$ cat config.mk
export PLATFORM = sky130hd
export DESIGN_NAME = ysyx_22040759_mem_arbiter
export DESIGN_NICKNAME = d
export VERILOG_FILES = /design/src/rtl/ysyx_22040759_mem_arbiter.sv
export SDC_FILE = /design/constraint.sdc
export NUM_CORES = 1
export LEC_CHECK = 0
export CORE_AREA = 2 2 173 175
export CTS_BUF_LIST = sky130_fd_sc_hd__clkbuf_8 sky130_fd_sc_hd__clkbuf_16
export CTS_CLUSTER_SIZE = 16
export DETAILED_ROUTE_END_ITERATION = 12
export DIE_AREA = 0 0 175 177
export PLACE_DENSITY = 0.44
export SYNTH_ARGS = -nofsm -noshare
export SYNTH_HDL_FRONTEND = slang
export SYNTH_SLANG_ARGS = --single-unit
$ cat constraint.sdc
create_clock -name clk -period 1.4 [get_ports clk]
set_input_delay 0.14 -clock clk [delete_from_list [all_inputs] [get_ports clk]]
set_output_delay 0.14 -clock clk [all_outputs]
set_load 0.005 [all_outputs]
$ cat src/rtl/ysyx_22040759_mem_arbiter.sv
// Two-requester memory arbiter: shares one bridge port between icache refill and dcache/LSU,
// holding each grant for a whole transaction and alternating priority on ties.
module ysyx_22040759_mem_arbiter #(
  parameter int AW = 32,
  parameter int DW = 64
) (
  input  logic            clk,
  input  logic            rst,
  input  logic            icache_ram_ren,
  input  logic [AW-1:0]   icache_ram_raddr,
  output logic [DW-1:0]   ram_icache_rdata,
  output logic            icache_data_valid,
  input  logic            dcache_req,
  input  logic            dcache_wen,
  input  logic [AW-1:0]   dcache_addr,
  input  logic [DW-1:0]   dcache_wdata,
  input  logic [DW/8-1:0] dcache_wmask,
  output logic [DW-1:0]   dcache_rdata,
  output logic            dcache_ready,
  output logic            mem_req,
  output logic            mem_wen,
  output logic [AW-1:0]   mem_addr,
  output logic [DW-1:0]   mem_wdata,
  output logic [DW/8-1:0] mem_wmask,
  input  logic [DW-1:0]   mem_rdata,
  input  logic            mem_done,
  output logic            arb_busy
);

  typedef enum logic [1:0] {IDLE, IBUSY, DBUSY} state_t;

  localparam logic GRANT_I = 1'b0;
  localparam logic GRANT_D = 1'b1;

  state_t state, state_next;
  logic   last_grant, last_grant_next;

  always_ff @(posedge clk) begin
    if (rst) begin
      state      <= IDLE;
      last_grant <= GRANT_D;
    end else begin
      state      <= state_next;
      last_grant <= last_grant_next;
    end
  end

  // Requests are only looked at in IDLE; a grant is released solely by mem_done.
  always_comb begin
    state_next      = state;
    last_grant_next = last_grant;
    case (state)
      IDLE: begin
        if (icache_ram_ren && dcache_req) begin
          if (last_grant == GRANT_D) begin
            state_next      = IBUSY;
            last_grant_next = GRANT_I;
          end else begin
            state_next      = DBUSY;
            last_grant_next = GRANT_D;
          end
        end else if (icache_ram_ren) begin
          state_next = IBUSY;
        end else if (dcache_req) begin
          state_next = DBUSY;
        end
      end
      IBUSY:   if (mem_done) state_next = IDLE;
      DBUSY:   if (mem_done) state_next = IDLE;
      default: state_next = IDLE;
    endcase
  end

  always_comb begin
    mem_req           = 1'b0;
    mem_wen           = 1'b0;
    mem_addr          = '0;
    mem_wdata         = '0;
    mem_wmask         = '0;
    icache_data_valid = 1'b0;
    ram_icache_rdata  = '0;
    dcache_ready      = 1'b0;
    dcache_rdata      = '0;
    case (state)
      IBUSY: begin
        mem_req  = 1'b1;
        mem_addr = icache_ram_raddr;
        if (mem_done) begin
          icache_data_valid = 1'b1;
          ram_icache_rdata  = mem_rdata;
        end
      end
      DBUSY: begin
        mem_req   = 1'b1;
        mem_wen   = dcache_wen;
        mem_addr  = dcache_addr;
        mem_wdata = dcache_wdata;
        mem_wmask = dcache_wmask;
        if (mem_done) begin
          dcache_ready = 1'b1;
          dcache_rdata = mem_rdata;
        end
      end
      default: ;
    endcase
  end

  assign arb_busy = (state != IDLE);

endmodule

==> impl_metrics.csv <==
group,metric,value,unit
final_layout,drive_gt1_share,65.4,%
floorplanning,dieArea,31000,sq um
cts,numClockSinks,3,
critical_path,cp_max_fo,5,
final_layout,utilization,33.3,%
floorplanning,core_area,29200,sq um
final_layout,nets,1088,
global_routing,grt_max_degree,29,
cts,clockRootBuffer,"clkbuf_16",
detailed_routing,vias_per_cell,3.74,
cts,clkTransAtPathRegs,0.03,ns
detailed_routing,met3_length,1890,um
sta,setup_viol,238,
outcome,status,"complete, but fails checks",
power_and_ir_drop,power_density,646,nW/um^2
outcome,violations,"negative setup slack",
critical_path,path_class,"flop to output port",
sta,fmax,542,MHz
synthesis,synth-seq-area-share,2.83,%
critical_path,cp.required,1.26,ns
critical_path,crit_chain,"inv_4 > ha_4 > buf_6 > buf_12 > buf_12 > buf_16 > buf_12 > and3_4 > buf_6",
synthesis,avgSynthCellArea,6.27,sq um
floorplanning,io_pins,443,
critical_path,slowest_delay,0.35,ns
sta,clock_skew,0.00135,ns
detailed_routing,drt-pass1-iter-count,4,
synthesis,yosysWarnings,0,
power_and_ir_drop,ir_drop,336,uV
critical_path,cp_common_cell,"buf_12",
placed_design,dpl-instance-area,7230,sq um
floorplanning,die_w,175,um
critical_path,crit_arrival,1.71,ns
final_layout,final_cells,1268,
cts,numCtsBuffers,3,
placed_design,dp_slack,-0.392,ns
critical_path,timing.rr.end,"state[0]",
cts,cts_tree,"yes",
detailed_routing,drc,0,
detailed_routing,drtIter0Drc,76,
cts,clkLatencyLatePin,0.22,ns
power_and_ir_drop,p_switching,2.10,mW
sta,hold_viol,0,
floorplanning,start_util,7.27,%
synthesis,syn_area,2130,sq um
flow_run,max_cap_viol_count,0,
critical_path,r2r_start,"state[0]",
global_routing,grt.overflow.total,0,
placed_design,hpwl,14500,um
worst_hold_path,min_to,"last_grant",
power_and_ir_drop,leakagePower,4.30,nW
power_and_ir_drop,p_clk_share,7.0,%
synthesis,synthCells,339,
synthesis,synth_mux_area_share,0.471,%
global_routing,grt_pass1_wl,32000,um
critical_path,r2r_cells,8,
synthesis,synth-xor-area-share,0.412,%
cts,cts_buffer_depth,2,
power_and_ir_drop,internal-power,4.20,mW
detailed_routing,ant_nets,0,
synthesis,synth-compound-area-share,12.1,%
floorplanning,rows,63,
critical_path,crit_path_end_kind,"output port",
final_layout,syn_to_final_growth,358,%
worst_hold_path,min_path_type,"flop to flop",
floorplanning,die_height,177,um
sta,setup_ws,-0.446,ns
global_routing,antenna_found_initial,2,
sta,rsz0062_at_grt,"true",
final_layout,n_fill_cell,2976,
critical_path,start_kind,"flop",
synthesis,ys_ff_latch,3,
critical_path,critPathSlowestCell,"dfxtp_2",
global_routing,grt_pass1_vias,4983,
synthesis,synthAdderAreaFrac,2.94,%
placed_design,place_congestion,0.747,
detailed_routing,dr_total_vias,4736,
detailed_routing,dr_wl_met2,12300,um
worst_hold_path,hold_depth,2,
sta,maxSlewViolCount,0,
final_layout,fin_area,9740,sq um
power_and_ir_drop,p_sw_share,33.3,%
synthesis,yosys.area_share.simple,71.5,%
global_routing,grt.total_usage,13.7,%
detailed_routing,wl,23600,um
critical_path,ff2ff_setup_slack,-0.43,ns
synthesis,synthesis.nets,550,
detailed_routing,wl_per_cell,18.6,um
sta,period_minus_slack,1.85,ns
power_and_ir_drop,p_seq_share,1.9,%
power_and_ir_drop,power_frac_comb,91.1,%
synthesis,yosysUniqueCellTypes,18,
sta,tightest_slew,0.337,ns
detailed_routing,highest_layer,"met5",
placed_design,placedCellCount,1155,
synthesis,synth_top_family_by_area,"simple AND/OR/NAND/NOR gates",
detailed_routing,wl_met1,9140,um
cts,cts_max_level,1,
placed_design,portBuffers,442,
sta,timing.final.crit_share,132,%
sta,relSlewSlack,77.5,%
worst_hold_path,hold_start,"last_grant",
## cell usage after synthesis (all sizes together)
master | number | area, sq um
and3 | 128 | 801
and2 | 75 | 469
clkbuf | 35 | 131
nor2b | 35 | 219
a22oi | 32 | 240
buf | 12 | 60.1
ha | 5 | 62.6
inv | 4 | 15.0
dfxtp | 3 | 60.1
nand2b | 2 | 12.5
a21oi | 1 | 5.00
mux2i | 1 | 10.0
nand3 | 1 | 5.00
nor2 | 1 | 3.75
o21ai | 1 | 5.00
o31ai | 1 | 7.51
or4b | 1 | 10.0
xor2 | 1 | 8.76
## cell families (layout without fill, tap and decap cells)
logic type / count (synthesis) / in the layout
compound gates: 35 / 35
xor+xnor: 1 / 1
fa+ha+maj: 5 / 5
buf+inv: 51 / 588
flops: 3 / 3
mux: 1 / 1
other cells: 0 / 2
simple gates: 243 / 243
## worst max-delay path: cells and delay by family (launching register included)
kind          cells  cell delay (ns)
buf+inv           7             0.81
flops             1             0.35
fa+ha+maj         1             0.17
simple gates      1             0.14
## routing by layer
layer	global-route usage, %	vias up
met5	0	-
met4	2.15	2
met3	3.29	18
met2	26.1	250
met1	15.7	2192
li1	-	2274
## worst max path at each step
| stage | from | to | slack, ns | cells after the start |
|---|---|---|---|---|
| detailed placement | state[0] | mem_addr[13] | -0.39 | 6 |
| finish | state[0] | dcache_rdata[59] | -0.45 | 9 |
| CTS | state[0] | state[0] | -0.45 | 8 |
| floorplan | state[1] | state[0] | -0.003 | 5 |
| global placement | state[0] | mem_addr[13] | -0.39 | 6 |
| global route | state[0] | dcache_rdata[59] | -0.49 | 9 |
## sequential cells by signal (all words and copies together), names as in the netlist
signal	count
state	2
last_grant	1
## power by group through the flow
| stage | registers, mW | clock network, mW | logic (mW) |
|---|---|---|---|
| floorplan | 0.114 | 0 | 1.00 |
| global placement | 0.114 | 0 | 3.06 |
| detailed placement | 0.115 | 0 | 3.02 |
| CTS | 0.121 | 0.453 | 5.36 |
| global route | 0.123 | 0.464 | 6.06 |
| finish | 0.120 | 0.443 | 5.74 |
## cells in the final DEF, fill, tap and decap left out
cell / count
buf_12: 42
mux2i_1: 1
or4b_4: 1
and2_1: 50
a22oi_2: 32
nand3_1: 1
clkbuf_16: 6
diode_2: 2
nor2b_2: 3
buf_8: 9
ha_4: 5
buf_6: 173
buf_2: 93
clkdlybuf4s50_1: 204
o21ai_0: 1
xor2_1: 1
a21oi_4: 1
dfxtp_1: 1
dfxtp_4: 1
bufbuf_16: 1
clkbuf_2: 13
buf_4: 23
nor2b_4: 7
buf_16: 18
inv_1: 3
and3_4: 116
dfxtp_2: 1
nand2b_1: 2
and3_1: 12
nor2b_1: 25
inv_4: 2
clkdlybuf4s15_1: 1
nor2_1: 1
and2_4: 25
o31ai_2: 1
## through the flow
step	power [mW]	hold slack, ns	TNS, ns
after floorplan	1.12	0.236	-0.00286
after global placement	3.17	0.488	-78.00
after detailed placement	3.14	0.499	-77.08
after CTS	5.94	0.510	-73.11
after global routing	6.65	0.554	-78.13
final	6.30	0.500	-66.93
## final cells by class
| type | instances | area, sq um | area share [%] |
|---|---|---|---|
| Clock inverter | 1 | 3.75 | 0.0385 |
| Antenna cell | 2 | 5.00 | 0.0514 |
| Tap cell | 390 | 488 | 5.01 |
| Timing Repair Buffer | 580 | 6280 | 64.5 |
| Sequential cell | 3 | 65.1 | 0.668 |
| Clock buffer | 3 | 75.1 | 0.770 |
| Inverter | 4 | 20.0 | 0.205 |
| Multi-Input combinational cell | 285 | 2810 | 28.8 |
## repair_timing
action / in CTS / in global routing
gates cloned: 28 / 4
hold buffers: 0 / 0
setup buffers: 73 / 22
resized for setup: 1136 / 233
pin swaps: 39 / 13
setup endpoints to repair: 239 / 239
No activity file was read; power rests on OpenSTA's default activity.
